==> src/rtl/regfile_wb_if.sv <==
// Writeback request/grant bundle between the requesters and the shared
// register-file write port, including the registered write-port outputs.
interface regfile_wb_if #(
   parameter int N_REQ  = 2,
   parameter int DATA_W = 32,
   parameter int ADDR_W = 5
);
   logic [N_REQ-1:0]        req_valid;
   logic [N_REQ*ADDR_W-1:0] req_addr;
   logic [N_REQ*DATA_W-1:0] req_data;
   logic [N_REQ-1:0]        req_ready;
   logic                    hold;
   logic                    rf_we;
   logic [ADDR_W-1:0]       rf_waddr;
   logic [DATA_W-1:0]       rf_wdata;
   logic [1:0]              grant_id;
   logic                    busy;

   modport master (
      output req_valid, req_addr, req_data, hold,
      input  req_ready, rf_we, rf_waddr, rf_wdata, grant_id, busy
   );

   modport slave (
      input  req_valid, req_addr, req_data, hold,
      output req_ready, rf_we, rf_waddr, rf_wdata, grant_id, busy
   );
endinterface

==> src/rtl/regfile_wb_arbiter.sv <==
// Fixed-priority writeback arbiter with starvation override and a registered
// register-file write stage. Optional write-forwarding ports under RF_WB_FWD_EN.
module regfile_wb_arbiter #(
   parameter int N_REQ    = 2,
   parameter int DATA_W   = 32,
   parameter int ADDR_W   = 5,
   parameter int MAX_WAIT = 4
) (
   input logic               clk,
   input logic               rst,
   regfile_wb_if.slave       bus
`ifdef RF_WB_FWD_EN
   ,
   input  logic [ADDR_W-1:0] fwd_raddr1,
   input  logic [ADDR_W-1:0] fwd_raddr2,
   output logic              fwd_hit1,
   output logic              fwd_hit2,
   output logic [DATA_W-1:0] fwd_data1,
   output logic [DATA_W-1:0] fwd_data2
`endif
);

   localparam logic [3:0] MaxWaitC = 4'(MAX_WAIT);

   logic [N_REQ-1:0]  grantOh;
   logic [1:0]        grantIdx;
   logic              starveFound;
   logic              baseFound;
   logic              xfer;
   logic [ADDR_W-1:0] selAddr;
   logic [DATA_W-1:0] selData;

   logic [3:0]        waitCnt_q [N_REQ];
   logic [3:0]        waitCnt_d [N_REQ];

   logic              rfWe_q;
   logic [ADDR_W-1:0] rfWaddr_q;
   logic [DATA_W-1:0] rfWdata_q;
   logic [1:0]        grantId_q;

   // A starved requester (lowest index first) beats the base fixed priority.
   always_comb begin
      grantOh     = '0;
      grantIdx    = '0;
      starveFound = 1'b0;
      baseFound   = 1'b0;
      if (!bus.hold && !rst) begin
         for (int i = 0; i < N_REQ; i++) begin
            if (!starveFound && bus.req_valid[i] && (waitCnt_q[i] >= MaxWaitC)) begin
               starveFound = 1'b1;
               grantIdx    = 2'(i);
            end
         end
         if (!starveFound) begin
            for (int i = 0; i < N_REQ; i++) begin
               if (!baseFound && bus.req_valid[i]) begin
                  baseFound = 1'b1;
                  grantIdx  = 2'(i);
               end
            end
         end
         if (starveFound || baseFound) begin
            grantOh[grantIdx] = 1'b1;
         end
      end
   end

   assign xfer    = |(bus.req_valid & grantOh);
   assign selAddr = bus.req_addr[int'(grantIdx)*ADDR_W +: ADDR_W];
   assign selData = bus.req_data[int'(grantIdx)*DATA_W +: DATA_W];

   always_comb begin
      for (int i = 0; i < N_REQ; i++) begin
         waitCnt_d[i] = waitCnt_q[i];
         if (!bus.hold) begin
            if (!bus.req_valid[i] || grantOh[i]) begin
               waitCnt_d[i] = 4'd0;
            end else if (waitCnt_q[i] != 4'hF) begin
               waitCnt_d[i] = waitCnt_q[i] + 4'd1;
            end
         end
      end
   end

   always_ff @(posedge clk) begin
      if (rst) begin
         for (int i = 0; i < N_REQ; i++) begin
            waitCnt_q[i] <= 4'd0;
         end
      end else begin
         for (int i = 0; i < N_REQ; i++) begin
            waitCnt_q[i] <= waitCnt_d[i];
         end
      end
   end

   // Writes to x0 still complete the handshake but never assert the enable.
   always_ff @(posedge clk) begin
      if (rst) begin
         rfWe_q    <= 1'b0;
         rfWaddr_q <= '0;
         rfWdata_q <= '0;
         grantId_q <= '0;
      end else if (xfer) begin
         rfWe_q    <= (selAddr != '0);
         rfWaddr_q <= selAddr;
         rfWdata_q <= selData;
         grantId_q <= grantIdx;
      end else begin
         rfWe_q    <= 1'b0;
      end
   end

   assign bus.req_ready = grantOh;
   assign bus.rf_we     = rfWe_q;
   assign bus.rf_waddr  = rfWaddr_q;
   assign bus.rf_wdata  = rfWdata_q;
   assign bus.grant_id  = grantId_q;
   assign bus.busy      = (|bus.req_valid) & ~bus.hold;

`ifdef RF_WB_FWD_EN
   assign fwd_hit1  = rfWe_q && (rfWaddr_q == fwd_raddr1) && (fwd_raddr1 != '0);
   assign fwd_hit2  = rfWe_q && (rfWaddr_q == fwd_raddr2) && (fwd_raddr2 != '0);
   assign fwd_data1 = fwd_hit1 ? rfWdata_q : '0;
   assign fwd_data2 = fwd_hit2 ? rfWdata_q : '0;
`endif

endmodule
==> src/flat_wrapper.sv <==
// flat-port wrapper written by rule: the top's interface ports become plain ports
module regfile_wb_arbiter_flat 
#(
   parameter int N_REQ    = 2,
   parameter int DATA_W   = 32,
   parameter int ADDR_W   = 5,
   parameter int MAX_WAIT = 4
)
  (clk, rst, bus_req_valid, bus_req_addr, bus_req_data, bus_hold, bus_req_ready, bus_rf_we, bus_rf_waddr, bus_rf_wdata, bus_grant_id, bus_busy);
  regfile_wb_if #(.N_REQ(N_REQ), .DATA_W(DATA_W), .ADDR_W(ADDR_W)) bus_i ();
  input logic clk;
  input logic rst;
  input wire logic [$bits(bus_i.req_valid)-1:0] bus_req_valid;
  input wire logic [$bits(bus_i.req_addr)-1:0] bus_req_addr;
  input wire logic [$bits(bus_i.req_data)-1:0] bus_req_data;
  input wire logic [$bits(bus_i.hold)-1:0] bus_hold;
  output wire logic [$bits(bus_i.req_ready)-1:0] bus_req_ready;
  output wire logic [$bits(bus_i.rf_we)-1:0] bus_rf_we;
  output wire logic [$bits(bus_i.rf_waddr)-1:0] bus_rf_waddr;
  output wire logic [$bits(bus_i.rf_wdata)-1:0] bus_rf_wdata;
  output wire logic [$bits(bus_i.grant_id)-1:0] bus_grant_id;
  output wire logic [$bits(bus_i.busy)-1:0] bus_busy;
  assign bus_i.req_valid = bus_req_valid;
  assign bus_i.req_addr = bus_req_addr;
  assign bus_i.req_data = bus_req_data;
  assign bus_i.hold = bus_hold;
  assign bus_req_ready = bus_i.req_ready;
  assign bus_rf_we = bus_i.rf_we;
  assign bus_rf_waddr = bus_i.rf_waddr;
  assign bus_rf_wdata = bus_i.rf_wdata;
  assign bus_grant_id = bus_i.grant_id;
  assign bus_busy = bus_i.busy;
  regfile_wb_arbiter #(.N_REQ(N_REQ), .DATA_W(DATA_W), .ADDR_W(ADDR_W), .MAX_WAIT(MAX_WAIT)) u_core (.clk(clk), .rst(rst), .bus(bus_i));
endmodule
==> config.mk <==
export PLATFORM = sky130hd
export DESIGN_NAME = regfile_wb_arbiter_flat
export DESIGN_NICKNAME = d
export VERILOG_FILES = /design/src/rtl/regfile_wb_if.sv /design/src/rtl/regfile_wb_arbiter.sv /design/src/flat_wrapper.sv
export SDC_FILE = /design/constraint.sdc
export NUM_CORES = 1
export LEC_CHECK = 0
export ABC_AREA = 1
export CORE_MARGIN = 3
export CORE_UTILIZATION = 40
export DETAILED_ROUTE_END_ITERATION = 8
export PLACE_DENSITY = 0.84
export SETUP_SLACK_MARGIN = 0.2
export SLEW_MARGIN = 30
export SYNTH_ARGS = -nofsm -noshare
export SYNTH_HDL_FRONTEND = slang
export SYNTH_SLANG_ARGS = --single-unit
==> constraint.sdc <==
create_clock -name clk -period 1.56 [get_ports clk]
set_clock_uncertainty 0.05 [all_clocks]
set_input_delay 0.312 -clock clk [delete_from_list [all_inputs] [get_ports clk]]
set_output_delay 0.312 -clock clk [all_outputs]
set_load 0.02 [all_outputs]
==> results.py <==
metrics = {
    "status": {
        "status": "finished with violations",
        "violations": "negative setup slack",
    },
    "yosys": {
        "synthesis.yosys.warnings": 0,
        "netlist.area_leader.share": 0.386,
        "synthesis.instances": 328,
        "synth_flop_cell": "sky130_fd_sc_hd__dfxtp_1",
        "synthTopCellsByArea": "sky130_fd_sc_hd__dfxtp_1 39%, sky130_fd_sc_hd__nand2_1 9.6%, sky130_fd_sc_hd__a21oi_2 9.0%, sky130_fd_sc_hd__a21oi_1 8.2%, sky130_fd_sc_hd__o21ai_1 6.4%",
        "synth.avg_cell_area_um2": 7.42,
        "seq_area_frac_synth": 0.386,
        "post_synthesis_instance_area_um2": 2430,
        "share_of_async_settable_or_async_resettable_flops_after_synthesis": 0,
        "flops_latches_synth": 47,
        "synth_cell_type_count": 34,
        "syn-num-nets": 409,
        "synth_top_cell_by_area": "sky130_fd_sc_hd__dfxtp_1",
        "synth-edff-count": 0,
    },
    "critical_path": {
        "critical_path_class": "reg2reg",
        "critical_path.endpoint_type": "register",
        "worst_path_dominant_cell_family": "buffers and inverters",
        "cp.required_ps": 1730,
        "worstPathMaxFanout": 8,
        "critPathMaxStageDelay_ps": 330,
        "timing.critical_path.from_type": "register",
        "worstPathCellList": "nor2_2 > nand2_2 > nand2_4 > nand3_4 > buf_12 > buf_12 > buf_16 > a21oi_2 > o21ai_1 > a21oi_1",
        "arrival_ps": 1790,
        "path_buf_inv": 3,
        "slowest_stage_cell_cp": "sky130_fd_sc_hd__dfxtp_2",
        "reg2reg_setup_slack_ps": -70,
        "cp_common_cell": "sky130_fd_sc_hd__buf_12",
    },
    "placement": {
        "place_congestion": 0.797,
        "numPlacedInstances": 527,
        "dpl.hpwl_mm": 5.40,
        "port_buffers": 120,
    },
    "flow_run": {
        "max-cap-violations": 0,
    },
    "cells_and_area": {
        "layout.nets": 563,
        "final_cell_count_no_fill": 555,
        "flow.area_growth_from_synthesis_pct": 85.5,
        "fin_util": 0.791,
        "antennaDiodeCount": 0,
        "layout-drive-gt1-share": 0.331,
    },
    "global_routing": {
        "grt_pass1_vias": 2873,
        "grt_pass1_wl_mm": 13.6,
        "number_of_antenna_violations_at_the_first_check_in_global_routing": 0,
        "global_route.usage.total": 0.235,
        "grt_start_max_net_pins": 36,
        "grt_overflow": 0,
    },
    "sta": {
        "number_of_setup_violations_in_the_final_report": 7,
        "drv_slew": 0,
        "final_min_period_over_clock_period": 1.04,
        "final_hold_viol_count": 0,
        "timing.setup.tns_ps": -178,
        "grt_setup_unrepaired": "true",
        "achievable-frequency_mhz": 615,
        "layout_setup_ws_ps": -65.3,
        "period_minus_slack_ps": 1630,
    },
    "floorplan": {
        "floorplan.rows": 27,
        "initial_utilization": 0.426,
        "floorplan.core_area_um2": 5710,
        "io_pins": 122,
        "die_area_um2": 7060,
        "die_width_um": 84.0,
        "chipHeight_um": 84.0,
    },
    "clocking": {
        "cts.path.max_buffers": 2,
        "clock_tree.root_cell": "sky130_fd_sc_hd__clkbuf_8",
        "clk_transition_reported_paths_ps": 90,
        "cts_inserted_buffers": 5,
        "h_tree_depth": 2,
        "numClockSinks": 47,
        "worst_skew_pair.late_latency_ps": 290,
        "tritoncts": "done",
    },
    "power": {
        "ir_worst_vdd_uv": 471,
        "leakagePower_uw": 0.00193,
        "power.density_cell_area_nw_per_um2": 703,
    },
    "routing": {
        "remaining_antenna_violation_count_after_routing": 0,
        "num_vias": 2815,
        "routed_via_density": 5.07,
        "detail_route.iter0.violations": 159,
        "dr.pass1.iters": 4,
        "drc": 0,
        "wl_mm": 8.54,
        "drt-wirelength-per-cell_um": 15.4,
    },
    "hold_path": {
        "hp-class": "reg2reg",
    },
}
==> cells in the mapped netlist, types with 2 or more instances <==
cell	number
sky130_fd_sc_hd__o211ai_1	4
sky130_fd_sc_hd__dfxtp_1	47
sky130_fd_sc_hd__buf_2	2
sky130_fd_sc_hd__or2_2	2
sky130_fd_sc_hd__o21ai_0	5
sky130_fd_sc_hd__a21oi_2	25
sky130_fd_sc_hd__clkbuf_1	4
sky130_fd_sc_hd__inv_2	4
sky130_fd_sc_hd__nand3_1	9
sky130_fd_sc_hd__buf_6	7
sky130_fd_sc_hd__nand2_2	2
sky130_fd_sc_hd__nand2_1	62
sky130_fd_sc_hd__a21oi_1	40
sky130_fd_sc_hd__nor2_1	18
sky130_fd_sc_hd__buf_4	4
sky130_fd_sc_hd__nand4_1	4
sky130_fd_sc_hd__o21ai_1	31
sky130_fd_sc_hd__inv_1	41
sky130_fd_sc_hd__ha_1	2
==> power breakdown <==
group / switching (µW) / internal (µW)
combinational: 400 / 425
clock: 413 / 639
sequential: 35.3 / 1260
==> final timing paths <==
path | to | startpoint | depth (start not counted)
worst max register to register | u_core.bus.rf_wdata[26] | u_core.waitCnt_q[0][2] | 10
worst min register to register | u_core.bus.rf_wdata[4] | u_core.bus.rf_wdata[4] | 2
worst max-delay path | u_core.bus.rf_wdata[26] | u_core.waitCnt_q[0][2] | 10
worst min-delay path | u_core.bus.rf_wdata[4] | u_core.bus.rf_wdata[4] | 2
==> flip-flops by register name (all words and copies together), names as in the netlist <==
name                 flops
u_core.bus.grant_id      1
u_core.bus.rf_wdata     32
u_core.bus.rf_waddr      5
u_core.waitCnt_q         8
u_core.bus.rf_we         1
==> repair_timing <==
action / CTS / global route
setup endpoints to repair: 89 / 82
buffers inserted: 9 / 3
hold buffers: 0 / 0
cloned: 8 / 0
gates resized for setup: 128 / 74
endpoints found under the hold margin: 0 / 0
pin swaps: 16 / 12
==> cells by family after synthesis <==
family          synth area share
compound gates             0.274
fa+ha+maj                 0.0103
buf+inv                    0.131
flops                      0.386
other cells              0.00154
simple gates               0.197
==> metal layers <==
layer	track usage	up-vias	share of wire
met2	0.392	141	0.49
met3	0.0809	10	0.097
met4	0.0716	0	0.014
met5	0	-	0
met1	0.282	1289	0.39
li1	-	1375	-
==> placed cells by master (no fill, tap or decap), drive strengths merged, types with 18 or more instances in the layout <==
cell and instances:
a21oi 65, buf 51, clkbuf 22, clkdlybuf4s15 18, clkdlybuf4s50 74, dfxtp 47, inv 46, nand2 65
nor2 21, o21ai 37
==> area by class of cell <==
type                       instances  area, µm²
timing repair buffer             166       1710
multi-input combinational        216       1460
fill                             375       1190
sequential                        47        945
inverter                          46        175
tap                               72       90.1
clock buffer                       5       68.8
clock inverter                     3       67.6
==> tightest hold or removal path, delay by kind of cell, from the launching register on <==
family             cells  cell delay [ps]
AOI/OAI and AO/OA      1               50
DFF                    1              320
and+or+nand+nor        1               60
==> per-stage QoR <==
| step | setup slack, ps | area, µm² | total power [µW] | hold WS [ps] |
|---|---|---|---|---|
| 4_1_cts | -11.4 | 4400 | 3140 | 415 |
| 6_report | -65.3 | 4520 | 3170 | 419 |
| 5_1_grt | -168 | 4520 | 3300 | 440 |
| 3_5_place_dp | -663 | 3820 | 2030 | 406 |
| 2_1_floorplan | 201 | 2440 | 1650 | 393 |
| 3_3_place_gp | -640 | 3820 | 2020 | 400 |
No activity file was read; power rests on OpenSTA's default activity.
